File: src/rtl/mileage_recorder_pkg.sv
// mileage_recorder_pkg
//   Shared constants and types for the mileage recorder slice.
//   MILEAGE_W   : width of the mileage record (27 bits covers 0..99_999_999)
//   MILEAGE_MAX : largest value the 8-digit display path can show
//   state_t     : FSM state encoding, also exported on the 'state' port
package mileage_recorder_pkg;

  localparam int unsigned MILEAGE_W = 27;
  localparam logic [MILEAGE_W-1:0] MILEAGE_MAX = MILEAGE_W'(99_999_999);

  typedef enum logic [1:0] {
    OFF   = 2'd0,
    IDLE  = 2'd1,
    DRIVE = 2'd2
  } state_t;

endpackage

File: src/rtl/mileage_recorder_tick_gen.sv
// tick_gen
//   Drive-time prescaler. Counts 0..TICKS_PER_UNIT-1 while en is high and
//   pulses tick for one cycle on the terminal count, wrapping to 0 on the
//   same edge. Dropping en discards any partial count.
//   Ports:
//     clk   : system clock, rising edge
//     rst_n : asynchronous active-low reset
//     en    : count enable (vehicle in DRIVE and no clear applied)
//     tick  : one-cycle pulse, high while the counter sits at its last value
//   Parameter TICKS_PER_UNIT : clk cycles per mileage unit (2..2^27-1)
module tick_gen #(
  parameter int unsigned TICKS_PER_UNIT = 100_000_000
) (
  input  logic clk,
  input  logic rst_n,
  input  logic en,
  output logic tick
);

  localparam int unsigned CW = $clog2(TICKS_PER_UNIT);
  localparam logic [CW-1:0] LAST = CW'(TICKS_PER_UNIT - 1);

  logic [CW-1:0] cnt;

  assign tick = en && (cnt == LAST);

  always_ff @(posedge clk or negedge rst_n) begin
    if (!rst_n) begin
      cnt <= '0;
    end else if (!en || tick) begin
      cnt <= '0;
    end else begin
      cnt <= cnt + 1'b1;
    end
  end

endmodule

File: src/rtl/mileage_recorder.sv
// mileage_recorder
//   Vehicle odometer: an OFF/IDLE/DRIVE state machine, a drive-time
//   prescaler (tick_gen) and the accumulated mileage register.
//   Ports:
//     clk        : system clock, rising edge
//     rst_n      : asynchronous active-low reset
//     power_now  : 1 = vehicle powered
//     moving     : 1 = vehicle moving (ignored while unpowered)
//     clear      : synchronous mileage clear, honoured only while powered
//     record     : accumulated mileage, 0..99_999_999
//     record_upd : one-cycle pulse in the cycle record takes a new value
//     state      : current FSM state (OFF=0, IDLE=1, DRIVE=2)
//   Parameter TICKS_PER_UNIT : clk cycles of driving per mileage unit
//   Build option MILEAGE_SAT_EN : when defined, record saturates at
//     99_999_999 instead of wrapping to 0.
module mileage_recorder
  import mileage_recorder_pkg::*;
#(
  parameter int unsigned TICKS_PER_UNIT = 100_000_000
) (
  input  logic                 clk,
  input  logic                 rst_n,
  input  logic                 power_now,
  input  logic                 moving,
  input  logic                 clear,
  output logic [MILEAGE_W-1:0] record,
  output logic                 record_upd,
  output logic [1:0]           state
);

  state_t               state_q;
  state_t               state_d;
  logic [MILEAGE_W-1:0] record_q;
  logic [MILEAGE_W-1:0] record_nxt;
  logic                 upd_q;
  logic                 clr_apply;
  logic                 tick;
  logic                 inc_apply;
  logic                 at_max;

  always_comb begin
    state_d = OFF;
    if (power_now) begin
      state_d = moving ? DRIVE : IDLE;
    end
  end

  assign clr_apply = clear && power_now;
  assign at_max    = (record_q == MILEAGE_MAX);

  // A clear pulls the prescaler enable low so the partial count is dropped
  // on the same edge as the record reset, without a dedicated clear port.
  tick_gen #(
    .TICKS_PER_UNIT(TICKS_PER_UNIT)
  ) u_tick_gen (
    .clk  (clk),
    .rst_n(rst_n),
    .en   ((state_q == DRIVE) && !clr_apply),
    .tick (tick)
  );

`ifdef MILEAGE_SAT_EN
  assign inc_apply  = tick && !at_max;
  assign record_nxt = record_q + 1'b1;
`else
  assign inc_apply  = tick;
  assign record_nxt = at_max ? '0 : record_q + 1'b1;
`endif

  always_ff @(posedge clk or negedge rst_n) begin
    if (!rst_n) begin
      state_q  <= OFF;
      record_q <= '0;
      upd_q    <= 1'b0;
    end else begin
      state_q <= state_d;
      upd_q   <= clr_apply || inc_apply;
      if (clr_apply) begin
        record_q <= '0;
      end else if (inc_apply) begin
        record_q <= record_nxt;
      end
    end
  end

  assign record     = record_q;
  assign record_upd = upd_q;
  assign state      = state_q;

endmodule

File: config.mk
export PLATFORM = sky130hd
export DESIGN_NAME = mileage_recorder
export DESIGN_NICKNAME = d
export VERILOG_FILES = /design/src/rtl/mileage_recorder_pkg.sv /design/src/rtl/mileage_recorder_tick_gen.sv /design/src/rtl/mileage_recorder.sv
export SDC_FILE = /design/constraint.sdc
export NUM_CORES = 1
export LEC_CHECK = 0
export ABC_AREA = 1
export BUFFER_PORTS_ARGS = -buffer_cell sky130_fd_sc_hd__buf_2
export CORE_MARGIN = 1
export CORE_UTILIZATION = 54
export CTS_BUF_LIST = sky130_fd_sc_hd__clkbuf_16
export CTS_CLUSTER_DIAMETER = 50
export CTS_CLUSTER_SIZE = 25
export DETAILED_ROUTE_END_ITERATION = 8
export PLACE_DENSITY = 0.75
export RECOVER_POWER = 25
export REMOVE_ABC_BUFFERS = 1
export SLEW_MARGIN = 20
export SYNTH_ARGS = -nofsm -noshare
export SYNTH_HDL_FRONTEND = slang
export SYNTH_SLANG_ARGS = --single-unit
File: constraint.sdc
create_clock -name clk -period 1.6 [get_ports clk]
set_input_delay 0.32 -clock clk [delete_from_list [all_inputs] [get_ports clk]]
set_output_delay 0.32 -clock clk [all_outputs]
set_load 0.01 [all_outputs]
==> impl_metrics.env <==
export IMPL_grt_antenna_before_repair=0
export IMPL_drtIter0Drc=381
export IMPL_syn_area_um2=3670
export IMPL_die_h_um=84.5
export IMPL_crit_slowest_cell="dfrtp_1"
export IMPL_finalWorstSetupSlack_ps=-31.0
export IMPL_ys_ff_latch=57
export IMPL_hold_violations=0
export IMPL_htree_levels=3
export IMPL_crit_type="flip-flop to flip-flop"
export IMPL_end_kind="flip-flop"
export IMPL_synth_cells=530
export IMPL_status="finished, violations left"
export IMPL_grt_max_degree=58
export IMPL_final_cell_area_um2=4810
export IMPL_synth_edff_count=0
export IMPL_p_leak_nw=2.27
export IMPL_avgSynthCellArea_um2=6.93
export IMPL_finalSetupViolCount=9
export IMPL_place_detailed_hpwl_um=6930
export IMPL_routed_via_density=5.56
export IMPL_yosysUniqueCellTypes=37
export IMPL_startpoint_type="flip-flop"
export IMPL_period_share_pct=102
export IMPL_layout_common_cells="151 x nand2_1, 69 x nor2_1, 53 x inv_1"
export IMPL_diodes=0
export IMPL_cap_violations=0
export IMPL_wl_um=10100
export IMPL_area_delta_synth_final_pct=30.9
export IMPL_numCtsBuffers=9
export IMPL_finalPower_mw=3.44
export IMPL_grt_usage_pct=29.5
export IMPL_maxSlewHeadroom_pct=14.7
export IMPL_crit_arrival_ps=1890
export IMPL_cts_path_max_buffers=2
export IMPL_ys_async_sr_fraction_pct=100
export IMPL_hold_buffers=0
export IMPL_ys_warnings_count=0
export IMPL_grt_overflow_total=0
export IMPL_clockRootBuffer="clkbuf_16"
export IMPL_p_per_area_nw_per_um2=716
export IMPL_cts_sinks=57
export IMPL_critPathRequiredTime_ps=1860
export IMPL_tightest_slew_ps=1280
export IMPL_clk_pin_slew_ps=50
export IMPL_layout_commonest_cell="nand2_1"
export IMPL_drc=2
export IMPL_peakVddDrop_mv=0.567
export IMPL_violations="DRC, setup timing"
export IMPL_max_freq_mhz=613
export IMPL_synth_ff_type="dfrtp_1"
export IMPL_crit_path_cell_trace="inv_1, nand2_1, nor2_1, nand2_1, nor2_4, nand3_4, nor2_4, inv_4, o21ai_1"
export IMPL_cts_tree="done"
export IMPL_vias=3931
export IMPL_row_count=29
export IMPL_die_area_um2=7130
export IMPL_fillers=500
export IMPL_cp_num_buf_inv=2
export IMPL_portBuffers=34
export IMPL_start_util_pct=56.9
export IMPL_grt_pass1_vias=3546
export IMPL_critPathTopFamily="simple AND/OR/NAND/NOR gates"
export IMPL_dr_pass1_iters=9
export IMPL_grt_pass1_wl_um=16500
export IMPL_dieWidth_um=84.5
export IMPL_rsz0062_at_grt="true"
export IMPL_postPlaceCellArea_um2=4250
export IMPL_period_needed_ps=1630
export IMPL_layout_nets=633
export IMPL_finalMaxSlewViolations=0
export IMPL_slowest_delay_ps=410
export IMPL_yosysSeqAreaShare_pct=38.8
export IMPL_drive_above_1_share_pct=29.2
export IMPL_core_um2=6460
export IMPL_clock_skew_ps=7.66
export IMPL_wl_per_cell_um=14.2
export IMPL_routabilityCongestion=0.971
export IMPL_final_antenna_net_count=0
export IMPL_hold_class="input port to flip-flop"
export IMPL_io_pins=35
export IMPL_crit_path_max_fanout=7
export IMPL_clkLatencyLatePin_ps=330
## area by class of cell
class | instances | area [µm²] | share of cell area (%)
clock buffers | 9 | 225 | 4.69
clock inverters | 6 | 52.6 | 1.09
inverters | 58 | 230 | 4.79
multi-input cells | 408 | 2140 | 44.6
flip-flops and latches | 57 | 1430 | 29.8
well taps | 77 | 96.3 | 2.00
repair buffers | 92 | 624 | 13.0
## worst register-to-register path, stage by stage (launching register included)
cell and delay [ps]:
dfrtp_1 410, inv_1 180, nand2_1 80, nor2_1 90, nand2_1 80, nor2_4 140
nand3_4 120, nor2_4 270, inv_4 80, o21ai_1 120
## sequential cells by signal (all words and copies together) (netlist names)
signal / count
record: 27
state: 2
u_tick_gen.cnt: 27
record_upd: 1
## logic make-up after synthesis
logic type      synth area share, %
xor+xnor                       3.82
flops                          38.8
buf+inv                        7.46
fa+ha+maj                     0.681
simple gates                   43.3
compound gates                 5.93
## where the power goes
group | switching [mW] | leakage, nW | internal, mW
Clock | 0.645 | 0.147 | 1.17
Sequential | 0.00633 | 0.783 | 1.46
Combinational | 0.108 | 1.34 | 0.0543
Total | 0.760 | 2.27 | 2.68
## metal layers
metal	track usage [%]	part of all wire [%]	vias to the layer above
met5	0	0	-
met2	45.8	46	163
met3	6.19	6.8	24
met1	41.5	45	1858
li1	-	-	1886
met4	9.40	1.8	0
## stage by stage
stage | worst slack [ps] | util (%) | cells | setup TNS, ps | hold WS, ps
after CTS | -4.65 | 71.6 | 703 | -4.65 | 2.88
after global placement | 0.547 | 65.8 | 681 | 0 | 345
final | -31.0 | 74.4 | 707 | -175 | 158
after floorplan | -128 | - | 523 | -1040 | 24.4
after global routing | -116 | 74.4 | 707 | -2360 | 157
after detailed placement | -49.8 | 65.8 | 681 | -799 | 346
## Yosys cell counts (7+ instances only)
| cell | n | area share, % |
|---|---|---|
| nand2_1 | 159 | 16 |
| nor2_1 | 79 | 8.1 |
| dfrtp_1 | 57 | 39 |
| inv_1 | 54 | 5.5 |
| nand3_1 | 49 | 6.7 |
| nor3_1 | 24 | 3.3 |
| xor2_1 | 14 | 3.3 |
| a21oi_1 | 12 | 1.6 |
| nand4_1 | 10 | 1.7 |
| o21ai_0 | 8 | 1.1 |
| nor2_2 | 7 | 1.2 |
| o21ai_1 | 7 | 0.95 |
## worst paths after layout
path,slack (ps),startpoint,to,cells past startpoint
max in group asynchronous,360,rst_n,record[13]$_DFFE_PN0P_,2
hold / removal,160,moving,state[0]$_DFF_PN0_,2
min in group asynchronous,350,rst_n,u_tick_gen.cnt[19]$_DFF_PN0_,2
setup reg to reg,-30,u_tick_gen.cnt[9]$_DFF_PN0_,record[5]$_DFFE_PN0P_,9
hold reg to reg,510,u_tick_gen.cnt[2]$_DFF_PN0_,u_tick_gen.cnt[2]$_DFF_PN0_,1
setup / recovery,-30,u_tick_gen.cnt[9]$_DFF_PN0_,record[5]$_DFFE_PN0P_,9
## timing repair
item | CTS | global route
resized for setup | 16 | 56
buffers inserted | 6 | 4
pin swaps | 8 | 14
gates cloned | 1 | 0
endpoints found under the setup margin | 47 | 45
Note: power is estimated with default switching activity, not from simulation.
